<file path="src/rtl/simon_pkg.sv">
// Shared definitions for the Simon sequence blocks: colour codes, playback
// states, default memory geometry and the colour-to-LED decode.
package simon_pkg;

  localparam int unsigned SIMON_DEPTH = 10;
  localparam int unsigned SIMON_AW    = 4;
  localparam int unsigned SIMON_DW    = 2;
  localparam int unsigned SIMON_LEDW  = 2 ** SIMON_DW;

  localparam logic [SIMON_DW-1:0] GREEN  = 2'd0;
  localparam logic [SIMON_DW-1:0] RED    = 2'd1;
  localparam logic [SIMON_DW-1:0] YELLOW = 2'd2;
  localparam logic [SIMON_DW-1:0] BLUE   = 2'd3;

  typedef enum logic [2:0] {
    ST_IDLE,
    ST_FETCH,
    ST_LATCH,
    ST_SHOW,
    ST_GAP,
    ST_FIN
  } state_t;

  function automatic logic [SIMON_LEDW-1:0] color_onehot(input logic [SIMON_DW-1:0] c);
    logic [SIMON_LEDW-1:0] v;
    v = '0;
    v[c] = 1'b1;
    return v;
  endfunction

endpackage

</file>
<file path="src/rtl/sequence_player.sv">
// Plays back the stored Simon sequence: fetches each colour from the RAM,
// lights it for ON_CYCLES, blanks for OFF_CYCLES, then pulses done.
module sequence_player
  import simon_pkg::*;
#(
  parameter int unsigned DEPTH      = SIMON_DEPTH,
  parameter int unsigned AW         = SIMON_AW,
  parameter int unsigned DW         = SIMON_DW,
  parameter int unsigned ON_CYCLES  = 25000000,
  parameter int unsigned OFF_CYCLES = 12500000
) (
  input  logic             clk,
  input  logic             rst_n,
  input  logic             start,
  input  logic             abort,
  input  logic [AW-1:0]    seq_len,
  output logic [AW-1:0]    rd_addr,
  input  logic [DW-1:0]    rd_data,
  output logic [2**DW-1:0] led,
  output logic [DW-1:0]    color,
  output logic             busy,
  output logic             done
);

  localparam int unsigned LEDW = 2 ** DW;
  localparam int unsigned MAXC = (ON_CYCLES > OFF_CYCLES) ? ON_CYCLES : OFF_CYCLES;
  localparam int unsigned TW   = (MAXC > 1) ? $clog2(MAXC) : 1;

  localparam logic [TW-1:0] ON_LAST  = TW'(ON_CYCLES - 1);
  localparam logic [TW-1:0] OFF_LAST = TW'(OFF_CYCLES - 1);
  localparam logic [AW-1:0] DEPTH_A  = AW'(DEPTH);

  state_t        state;
  logic [TW-1:0] timer;
  logic [AW-1:0] idx;
  logic [AW-1:0] len;

  always_ff @(posedge clk or negedge rst_n) begin
    if (!rst_n) begin
      state   <= ST_IDLE;
      timer   <= '0;
      idx     <= '0;
      len     <= '0;
      rd_addr <= '0;
      led     <= '0;
      color   <= '0;
      busy    <= 1'b0;
      done    <= 1'b0;
    end else begin
      done <= 1'b0;
      // abort outranks every transition, including the one into FIN
      if (abort && state != ST_IDLE) begin
        state <= ST_IDLE;
        led   <= '0;
        busy  <= 1'b0;
      end else begin
        case (state)
          ST_IDLE: begin
            if (start && !abort) begin
              busy <= 1'b1;
              if (seq_len == '0) begin
                state <= ST_FIN;
                done  <= 1'b1;
              end else begin
                len     <= (seq_len > DEPTH_A) ? DEPTH_A : seq_len;
                rd_addr <= '0;
                idx     <= '0;
                state   <= ST_FETCH;
              end
            end
          end
          ST_FETCH: state <= ST_LATCH;
          ST_LATCH: begin
            color <= rd_data;
            led   <= LEDW'(color_onehot(SIMON_DW'(rd_data)));
            timer <= '0;
            state <= ST_SHOW;
          end
          ST_SHOW: begin
            if (timer == ON_LAST) begin
              led   <= '0;
              timer <= '0;
              state <= ST_GAP;
            end else begin
              timer <= timer + TW'(1);
            end
          end
          ST_GAP: begin
            if (timer == OFF_LAST) begin
              if (idx == len - AW'(1)) begin
                state <= ST_FIN;
                done  <= 1'b1;
              end else begin
                idx     <= idx + AW'(1);
                rd_addr <= idx + AW'(1);
                state   <= ST_FETCH;
              end
            end else begin
              timer <= timer + TW'(1);
            end
          end
          ST_FIN: begin
            state <= ST_IDLE;
            busy  <= 1'b0;
          end
          default: begin
            state <= ST_IDLE;
            busy  <= 1'b0;
          end
        endcase
      end
    end
  end

endmodule

</file>
<file path="config.mk">
export PLATFORM = sky130hd
export DESIGN_NAME = sequence_player
export DESIGN_NICKNAME = d
export VERILOG_FILES = /design/src/rtl/simon_pkg.sv /design/src/rtl/sequence_player.sv
export SDC_FILE = /design/constraint.sdc
export NUM_CORES = 1
export LEC_CHECK = 0
export ABC_AREA = 0
export CORE_MARGIN = 3
export CORE_UTILIZATION = 25
export DETAILED_ROUTE_END_ITERATION = 10
export GPL_TIMING_DRIVEN = 0
export RECOVER_POWER = 25
export SYNTH_ARGS = -nofsm -noshare
export SYNTH_HDL_FRONTEND = slang
export SYNTH_SLANG_ARGS = --single-unit
</file>
<file path="constraint.sdc">
create_clock -name clk -period 2.8 [get_ports clk]
set_input_delay 0.56 -clock clk [delete_from_list [all_inputs] [get_ports clk]]
set_output_delay 0.56 -clock clk [all_outputs]
set_load 0.02 [all_outputs]
</file>
* Yosys cells after proc, flatten, opt, wreduce, memory -nomap -nowiden *
Index checks and enable logic that the tools add are counted.
W data, S select, Z words.

word-level totals
  logic and storage cells = 80
  bits in registers = 44
  latch bits = 0
  bits in read-only memories = 0
  memories kept = 0
  input bits = 10
  memory bits (writable) = 0

operators by class
  mux-type cells = 30
  reduce and logical (&&, ||, !) cells = 18
  divide/modulo/power cells = 0
  bitwise logic cells = 2
  shift-type cells = 0
  eq/ne operators = 16
  $lt $le $gt $ge = 3
  add/subtract/negate cells = 3
  multiply operators = 0

operators with widths
  kind                     count
  $pmux W25 S3             1
  $mux W25                 2
  $mux W4                  7
  $add A25 B1 Y25 const B  1
  $eq A25 B24 Y1 const B   1
  $eq A25 B25 Y1 const B   1
  $mux W3                  6
  $pmux W4 S2              2
  $pmux W3 S5              1
  $ne A2 B2 Y1 const B     5
  $ne A3 B3 Y1 const B     3
  $reduce_bool A3 Y1       3
  $mux W1                  8
  $eq A3 B2 Y1 const B     2
  $reduce_and A2 Y1        3
  $reduce_and A3 Y1        2
  $reduce_and A6 Y1        1
  $add A4 B1 Y4 const B    1
  $eq A4 B4 Y1             1
  $gt A4 B4 Y1 const B     1
  $logic_not A4 Y1         1
  $pmux W1 S2              2
  $reduce_and A4 Y1        1
  $reduce_or A4 Y1         1
  12 further kinds         15

* Longest topological paths before layout *
Gate-level depths: netlist (run 1).

  depth in word-level cells = 6
  depth in mapped cells = 8
  mapped depth without buffers = 7

* Worst setup path before layout (run 1) *
Ideal clock, no wire load.

  path kind = register -> register
  start point = reg timer[0]
  end point = reg timer[7]
  setup time = 0.121 ns
  period minus slack after synthesis = 2.008 ns
  setup slack = 0.792 ns
  stages on the path, launching flop included = 9
  arrival time = 1.887 ns
  path through = dfrtp_1 > ha_1 > and4_1 > nand4_1 > o41ai_4 > buf_6 > nor3_2 > xnor2_1 > nor2_1

between the ends
  cells in the longest elaborated chain, start to end = 3

ends and longest elaborated chain
  element                                                   RTL line                                      RTL
  start, declared                                           sequence_player.sv:34                         logic [TW-1:0] timer;
  start signal, assigned                                    sequence_player.sv:85                         timer <= timer + TW'(1);
  start signal, assigned                                    sequence_player.sv:99                         timer <= timer + TW'(1);
  $add A25 B1 Y25 (tied with other cells)                   sequence_player.sv:85, sequence_player.sv:99
  $mux W25 (tied with other cells)                          sequence_player.sv:89                         if (timer == OFF_LAST) begin
  $pmux W25 S3 / $reduce_and A3 Y1 (equally long branches)  -

Several ways; a longest one is shown, not always the timed one. The select of a mux whose other input is x is not followed.
A chain may end at the register's enable or synchronous reset.

* Worst setup path in the final report (run 1) *
  start point = reg timer[0]
  end point = reg timer[2]

The elaborated chain is that of the path after synthesis.

==> flow_summary_export.csv, run 1 <==
group,metric,value,unit
sta,worst_slack,0.4484,ns
synthesis,syn-num-nets,276,
detailed_routing,firstDrtPassIters,6,
floorplanning,ios,22,
detailed_routing,vias,2010,
clock_tree,cts_hold_buf,0,
sta,drv_slew,0,
final_layout,design_area,3013,um2
final_layout,drive_gt1_frac,0.1024,
global_routing,antenna_found_initial,0,
worst_setup_path,arrival,2.52,ns
sta,tightest_slew,1.219,ns
clock_tree,clockRootBuffer,"clkbuf_8",
clock_tree,clock_sink_count,44,
power,leakage,0.001222,uW
final_layout,register_area,1101,um2
sta,rsz0062_at_grt,"no",
worst_setup_path,cpMostUsedCell,"nor3_2",
synthesis,ys_seq_area_frac,0.4350,
final_layout,fin_cells,426,
final_layout,antenna_cells,0,
sta,clock.fmax,425.2,MHz
synthesis,yosysUniqueCellTypes,52,
placement,globalplace.congestion,0.7460,
placement,dp_slack,0.3497,ns
detailed_routing,first_iter_violations,95,
clock_tree,h-tree-depth,2,
worst_setup_path,worstPathCellList,"ha_1 > and4_1 > nand4_1 > nor3_2 > nor2b_1 > nor3_2 > buf_2 > nor2_1",
worst_setup_path,worstSetupPathType,"reg2reg",
worst_setup_path,worstPathRequired,2.97,ns
synthesis,yosysTopAreaCellShare,0.4350,
synthesis,yosysMostFrequentCell,"dfrtp_1",
detailed_routing,avgRoutedWirePerCell,12.84,um
placement,io_buffers,21,
power,ir_drop,257.5,uV
synthesis,synth.ff_latch_count,44,
clock_tree,cts_buffers,5,
placement,post-place-cells,418,
final_layout,layout.nets,305,
synthesis,synth_area,2531,um2
global_routing,grt_pass1_wl,9618,um
worst_setup_path,crit_path_max_incr_delay,0.44,ns
power,cellPowerDensity,451.8,nW/um2
synthesis,synth_largest_area_cell,"dfrtp_1",
run,maxCapViolations,0,
floorplanning,std_cell_rows,36,
global_routing,grt.total_usage,0.1018,
worst_hold_path,hold_path_class,"in2async",
final_layout,final_util,0.3068,
global_routing,grt_overflow,0,
synthesis,synth_edf_count,0,
sta,tns,0,ns
sta,fin_crit,2.352,ns
detailed_routing,routed_wl,5470,um
detailed_routing,drc_errors,0,
worst_setup_path,critPathMaxFanout,10,
worst_setup_path,critPathBufInv,1,
sta,setup_viol,0,
synthesis,synthTopCellsByArea,"dfrtp_1 43%, xnor2_1 5.5%, nor2_1 4.9%",
sta,hold_viol,0,
worst_setup_path,end_kind,"register",
floorplanning,core,9819,um2
floorplanning,die_x,106.6,um
sta,min_period_over_period,0.8399,
clock_tree,cts_tree,"built",
sta,relSlewSlack,0.1870,
clock_tree,clkTransAtPathRegs,0.09,ns
clock_tree,worstSkewPairLatency,0.29,ns
worst_setup_path,crit_slowest_cell,"dfrtp_1",
global_routing,grt_max_degree,28,
synthesis,netlist_instances,263,
clock_tree,clock_path_buffers,2,
synthesis,ys.flop_type,"dfrtp_1",
synthesis,synth_warnings,0,
placement,placed_area,2923,um2
final_layout,fillerInstances,1069,
sta,skew,0.009035,ns
synthesis,syn_avg_cell_area,9.624,um2
global_routing,grt_pass1_vias,2020,
placement,dp_hpwl,4095,um
detailed_routing,antenna_left,0,
worst_setup_path,start_kind,"register",
worst_setup_path,critical-path-top-delay-family,"simple AND/OR/NAND/NOR gates",
synthesis,synth_common_cells,"44 x dfrtp_1, 33 x nor2_1, 28 x nand2_1",
floorplanning,die_area,11370,um2
floorplanning,start_util,0.2578,
run_status,status,"finished clean",
detailed_routing,viasPerCell,4.718,
final_layout,multi_input_area,1365,um2
synthesis,async_reset_ff_frac,1.000,
final_layout,area_delta_synth_final,19.03,%
floorplanning,dieHeight,106.6,um
logic make-up (layout without fill, tap and decap cells):
| kind of cell | Yosys count | count (layout) | share of synthesized area |
|---|---|---|---|
| multiplexers | 2 | 2 | 0.008897 |
| adder cells (fa/ha/maj) | 3 | 3 | 0.01483 |
| flip-flops | 44 | 44 | 0.4350 |
| XOR/XNOR | 28 | 28 | 0.09688 |
| buffers and inverters | 16 | 46 | 0.02768 |
| AND/OR/NAND/NOR | 136 | 136 | 0.3154 |
| AO/OA/AOI/OAI | 34 | 34 | 0.1013 |
final timing paths:
path                       startpoint        end  slack, ns  cells past startpoint
setup / recovery             timer[0]   timer[2]       0.45                      8
hold / removal                  rst_n  timer[16]       0.40                      1
setup reg to reg             timer[0]   timer[2]       0.45                      8
hold reg to reg                led[0]     led[0]       0.51                      1
max in group asynchronous       rst_n     idx[0]       0.64                      2
min in group clk               led[0]     led[0]       0.51                      1
area by class of cell:
type | count | share of cell area
plain buffers | 6 | 0.01080
repair buffers | 22 | 0.07184
well taps | 133 | 0.05523
multi-input cells | 203 | 0.4531
inverters | 10 | 0.01246
clock inverters | 1 | 0.002492
flip-flops and latches | 44 | 0.3654
clock buffers | 7 | 0.02865
timing repair:
item,CTS,global route
gates resized for setup,0,1
buffers inserted,0,0
setup endpoints to repair,0,2
per-layer routing:
layer / global-route usage / part of all wire / vias up
li1: - / - / 993
met1: 0.1333 / 0.48 / 986
met2: 0.1727 / 0.49 / 29
met3: 0.02167 / 0.030 / 2
met4: 0.02283 / 0.0035 / 0
met5: 0 / 0 / -
where the power goes:
part	leakage [uW]	switching, uW	internal, uW	total (uW)
Clock	0.0000445	215	201	415
Sequential	0.000595	30.7	672	703
Combinational	0.000582	136	107	243
Total	0.00122	381	980	1360
metrics by stage:
step,power (uW),hold slack [ns]
after floorplan,859.7,0.2644
final,1361,0.3951
after detailed placement,963.4,0.4846
after global routing,1437,0.4634
after global placement,955.1,0.4767
after CTS,1386,0.2037
state kept, by name, summed over array words and instances (netlist names):
name and count:
idx 4, done 1, state 3, len 4
busy 1, timer 25, color 2, led 4
worst reg2reg max path, cell delays in order (launching register included):
cell and delay, ns:
dfrtp_1 0.44, ha_1 0.24, and4_1 0.29, nand4_1 0.13, nor3_2 0.31, nor2b_1 0.13
nor3_2 0.30, buf_2 0.30, nor2_1 0.08
layout by cell type, fill, tap and decap left out, types with 3 or more instances in the layout:
master           instances
a21oi_1                  7
and3_1                   6
and4_1                   3
clkbuf_1                 5
clkbuf_8                 6
clkdlybuf4s50_1         20
dfrtp_1                 44
ha_1                     3
inv_1                   10
nand2_1                 28
nand3_1                 11
nand4_1                 11
nor2_1                  33
nor2b_1                  5
nor3_1                   4
nor3_2                   8
nor4_2                   3
nor4bb_1                 3
o21ai_0                  7
or3_1                    4
xnor2_1                 16
xor2_1                  12
(Power assumes the default switching activity.)
==> run 2, diff against run 1 <==
Clock period 2.8 ns to 2.1 ns, I/O delays scaled along.
==> run 2 against run 1 <==
Compared with the run above:
- routed wire length increased by 3.2%
- global-route usage increased by 0.18 points
- non-clock buffer count increased by 13
- combinational power increased by 39%
- core utilization increased by 1.7 points
- flip-flop and latch count unchanged
- count of clock-buffer cells in the layout unchanged
- first-iteration DRC count decreased by 8.4%
- maximum frequency increased by 16%
- total power increased by 34%
- critical path depth decreased by 2
==> flow_summary_export.csv, run 2 (same netlist as run 1, synthesis figures left out) <==
group,metric,value,unit
clock_tree,clock_sink_count,44,
sta,relSlewSlack,0.3541,
final_layout,area_delta_synth_final,25.70,%
power,leakage,0.001304,uW
sta,skew,0.009655,ns
sta,hold_viol,0,
final_layout,regMostFlops,"timer",
detailed_routing,firstDrtPassIters,6,
worst_setup_path,end_kind,"register",
worst_setup_path,worstPathRequired,2.33,ns
clock_tree,h-tree-depth,2,
final_layout,design_area,3182,um2
power,ir_drop,343.5,uV
detailed_routing,avgRoutedWirePerCell,12.85,um
clock_tree,cts_tree,"built",
sta,tightest_slew,0.9689,ns
clock_tree,worstSkewPairLatency,0.29,ns
detailed_routing,antenna_left,0,
global_routing,grt.total_usage,0.1036,
clock_tree,cts_buffers,5,
detailed_routing,viasPerCell,4.667,
final_layout,layout.nets,318,
sta,fin_crit,2.027,ns
run,maxCapViolations,0,
detailed_routing,routed_wl,5643,um
placement,globalplace.congestion,0.7460,
worst_setup_path,arrival,2.25,ns
clock_tree,cts_hold_buf,0,
worst_setup_path,start_kind,"register",
global_routing,antenna_found_initial,0,
final_layout,drive_gt1_frac,0.1993,
global_routing,grt_overflow,0,
floorplanning,core,9819,um2
floorplanning,die_x,106.6,um
final_layout,fillerInstances,1053,
placement,dp_hpwl,4095,um
run_status,status,"finished clean",
sta,tns,0,ns
sta,min_period_over_period,0.9654,
worst_hold_path,hold_path_class,"in2async",
sta,worst_slack,0.07262,ns
clock_tree,clkTransAtPathRegs,0.08,ns
global_routing,grt_pass1_wl,9798,um
placement,io_buffers,21,
sta,drv_slew,0,
final_layout,antenna_cells,0,
global_routing,grt_pass1_vias,2063,
floorplanning,die_area,11370,um2
worst_setup_path,worstSetupPathType,"reg2reg",
clock_tree,clock_path_buffers,2,
worst_setup_path,critPathMaxFanout,6,
detailed_routing,first_iter_violations,87,
placement,dp_slack,-0.3503,ns
final_layout,layout_common_cells,"37 x dfrtp_1, 32 x nor2_1, 28 x nand2_1",
detailed_routing,vias,2049,
placement,placed_area,2923,um2
detailed_routing,drc_errors,0,
sta,setup_viol,0,
sta,clock.fmax,493.2,MHz
floorplanning,std_cell_rows,36,
floorplanning,dieHeight,106.6,um
floorplanning,ios,22,
global_routing,grt_max_degree,28,
sta,rsz0062_at_grt,"yes",
floorplanning,start_util,0.2578,
final_layout,largest_reg_flops,25,
final_layout,final_common_cell,"dfrtp_1",
clock_tree,clockRootBuffer,"clkbuf_8",
power,cellPowerDensity,575.4,nW/um2
## run 2: cell types whose count changed in the layout (fill, tap and decap cells not counted), moves of 2 or more
cell      previous run  this run
buf_2                2         0
buf_4                0        15
clkbuf_2             0         2
dfrtp_2              0         7
dfrtp_1             44        37
## run 2: final cells by class
type | instances | area, um2 | area share
Clock buffer | 7 | 86.33 | 0.02713
Clock inverter | 1 | 7.507 | 0.002359
Inverter | 10 | 37.54 | 0.01180
Timing Repair Buffer | 35 | 306.5 | 0.09634
Buffer | 6 | 38.79 | 0.01219
Multi-Input combinational cell | 203 | 1429 | 0.4491
Sequential cell | 44 | 1110 | 0.3488
Tap cell | 133 | 166.4 | 0.05230
## run 2: worst paths after layout
kind	start	endpoint	slack, ns	depth (start not counted)
max in group asynchronous	rst_n	state[2]	0.60	2
worst max register to register	timer[20]	idx[2]	0.07	6
worst min-delay path	rst_n	timer[16]	0.26	1
min in group clk	led[0]	led[0]	0.51	1
worst min register to register	led[0]	led[0]	0.51	1
worst max-delay path	timer[20]	idx[2]	0.07	6
## run 2: stage by stage
step / util / hold WS (ns) / std cells / power [uW]
floorplan: - / 0.1244 / 263 / 1146
global placement: 0.2961 / 0.4767 / 417 / 1274
detailed placement: 0.2977 / 0.3910 / 418 / 1284
CTS: 0.3147 / 0.06371 / 433 / 1858
global route: 0.3240 / 0.3256 / 439 / 1930
finish: 0.3240 / 0.2554 / 439 / 1831
## run 2: routing by layer
metal / track usage / part of all wire
met1: 0.1356 / 0.47
met2: 0.1763 / 0.50
met3: 0.02167 / 0.033
met4: 0.02283 / 0.0034
met5: 0 / 0
## run 2: timing repair
item                       CTS  global route
gates resized for setup      5            20
setup endpoints to repair   31            31
buffers inserted             7             6
pin swaps                    3             7
cloned                       0             0
## run 2: power breakdown
part           internal, uW  switching [uW]
clock                   268             288
combinational           152             186
sequential              897            40.0
## run 2: critical path: stages (launching register included)
cell and delay [ns]:
dfrtp_1 0.45, nand4_4 0.16, or4_4 0.55, nor2_8 0.17, nand4_4 0.14, or4_1 0.42, nand2_1 0.07
==> run 3, diff against run 2 <==
Settings changed: PLACE_DENSITY set to 0.46.
==> run 3 against run 2 <==
Compared with the run above:
- clock power grew 25%
- routed wire length is 7.9% higher
- combinational power rose by 3%
- critical path type unchanged
- total power rose by 8.0%
- worst hold slack hardly changed
- sequential power barely moved
==> flow_summary_export.csv, run 3 (same netlist as run 1, synthesis figures left out) <==
group,metric,value,unit
detailed_routing,routed_wl,6090,um
final_layout,final_util,0.3327,
power,leakage,0.001358,uW
placement,io_buffers,21,
worst_hold_path,hold_path_class,"in2async",
worst_setup_path,crit_slowest_cell,"o41a_1",
worst_setup_path,critPathMaxFanout,4,
floorplanning,core,9819,um2
floorplanning,start_util,0.2578,
worst_setup_path,worstPathRequired,2.29,ns
sta,hold_viol,0,
detailed_routing,viasPerCell,4.620,
worst_setup_path,reg2reg_slack,0.06,ns
sta,relSlewSlack,0.3395,
sta,fin_crit,2.035,ns
clock_tree,clockRootBuffer,"clkbuf_8",
sta,rsz0062_at_grt,"yes",
sta,tightest_slew,0.9908,ns
clock_tree,cts_buffers,5,
worst_setup_path,worstReg2RegEnd,"timer[4]",
clock_tree,worstSkewPairLatency,0.30,ns
detailed_routing,antenna_left,0,
worst_setup_path,crit_path_max_incr_delay,0.53,ns
worst_setup_path,start_kind,"register",
clock_tree,cts_tree,"built",
power,cellPowerDensity,605.3,nW/um2
clock_tree,clock_sink_count,44,
final_layout,fin_cells,447,
global_routing,grt_max_degree,28,
sta,clock.fmax,491.4,MHz
global_routing,grt_pass1_vias,2027,
worst_setup_path,worstSetupPathType,"reg2reg",
power,p_total,1977,uW
worst_setup_path,worstPathCellList,"ha_2 > and4_4 > nand4_1 > o41a_1 > nand4_1 > xor2_1 > nor2_1",
global_routing,grt.total_usage,0.1102,
final_layout,fillerInstances,1052,
final_layout,layout_common_cells,"39 x dfrtp_1, 32 x nor2_1, 28 x nand2_1",
detailed_routing,avgRoutedWirePerCell,13.62,um
final_layout,register_area,1107,um2
sta,drv_slew,0,
placement,post-place-cells,418,
worst_setup_path,end_kind,"register",
run,maxCapViolations,0,
global_routing,grt_overflow,0,
run_status,status,"finished clean",
placement,globalplace.congestion,0.7541,
detailed_routing,first_iter_violations,93,
floorplanning,die_x,106.6,um
detailed_routing,drc_errors,0,
final_layout,final_common_cell,"dfrtp_1",
worst_setup_path,critPathBufInv,0,
sta,setup_viol,0,
sta,min_period_over_period,0.9691,
power,ir_drop,280.2,uV
floorplanning,ios,22,
detailed_routing,vias,2065,
sta,tns,0,ns
global_routing,grt_pass1_wl,10190,um
final_layout,largest_reg_flops,25,
clock_tree,clock_path_buffers,2,
floorplanning,die_area,11370,um2
global_routing,antenna_found_initial,0,
final_layout,regMostFlops,"timer",
floorplanning,dieHeight,106.6,um
final_layout,drive_gt1_frac,0.2166,
clock_tree,h-tree-depth,2,
worst_setup_path,rr_startpoint,"timer[1]",
clock_tree,clkTransAtPathRegs,0.09,ns
final_layout,multi_input_area,1429,um2
worst_setup_path,arrival,2.22,ns
detailed_routing,firstDrtPassIters,4,
worst_setup_path,worst-r2r-cell-count,7,
sta,skew,0.01251,ns
placement,dp_hpwl,4297,um
clock_tree,cts_hold_buf,0,
final_layout,area_delta_synth_final,29.07,%
final_layout,layout.nets,326,
worst_setup_path,cpMostUsedCell,"nand4_1",
floorplanning,std_cell_rows,36,
worst_setup_path,critical-path-top-delay-family,"simple AND/OR/NAND/NOR gates",
final_layout,antenna_cells,0,
-- run 3: worst max-delay path by stage --
| stage | start | end | slack, ns | cells past startpoint |
|---|---|---|---|---|
| CTS | timer[1] | idx[2] | 0.008 | 7 |
| finish | timer[1] | timer[4] | 0.06 | 7 |
| detailed placement | timer[0] | timer[2] | -0.38 | 8 |
| floorplan | timer[0] | timer[7] | 0.09 | 8 |
| global route | timer[9] | timer[4] | -0.09 | 6 |
| global placement | rst_n | timer[7] | -0.74 | 1 |
-- run 3: routing by layer --
metal  global-route usage  wire length (um)  vias to the layer above  share of wire
li1                     -                 -                     1041              -
met1               0.1581              3080                      989           0.51
met2               0.1713              2757                       27           0.45
met3              0.01686               162                        8          0.027
met4              0.03288                90                        0          0.015
met5                    0                 0                        -              0
-- run 3: where the power goes --
part	internal [uW]	switching [uW]	total, uW
clock network	389	305	694
registers	897	38.7	935
logic	157	190	348
-- run 3: stage by stage --
step | setup slack [ns] | hold slack (ns) | instance area (um2)
floorplan | 0.09190 | 0.1244 | 2531
global placement | -0.7381 | 0.4751 | 2908
detailed placement | -0.3794 | 0.3896 | 2923
CTS | 0.007833 | 0.05689 | 3168
global route | -0.08824 | 0.3260 | 3267
finish | 0.06494 | 0.2551 | 3267
-- run 3: repair_timing --
action,4_1_cts,5_1_grt
setup endpoints to repair,33,29
hold endpoints to repair,0,0
setup buffers,12,9
pin swaps,9,13
gates resized for setup,8,15
-- run 3: final cells by class --
| cell class | instances | area share |
|---|---|---|
| buffer | 6 | 0.01187 |
| multi-input combinational | 203 | 0.4374 |
| inverter | 10 | 0.01149 |
| clock buffer | 6 | 0.02528 |
| sequential | 44 | 0.3390 |
| timing repair buffer | 43 | 0.1122 |
| tap | 133 | 0.05094 |
| clock inverter | 2 | 0.01187 |
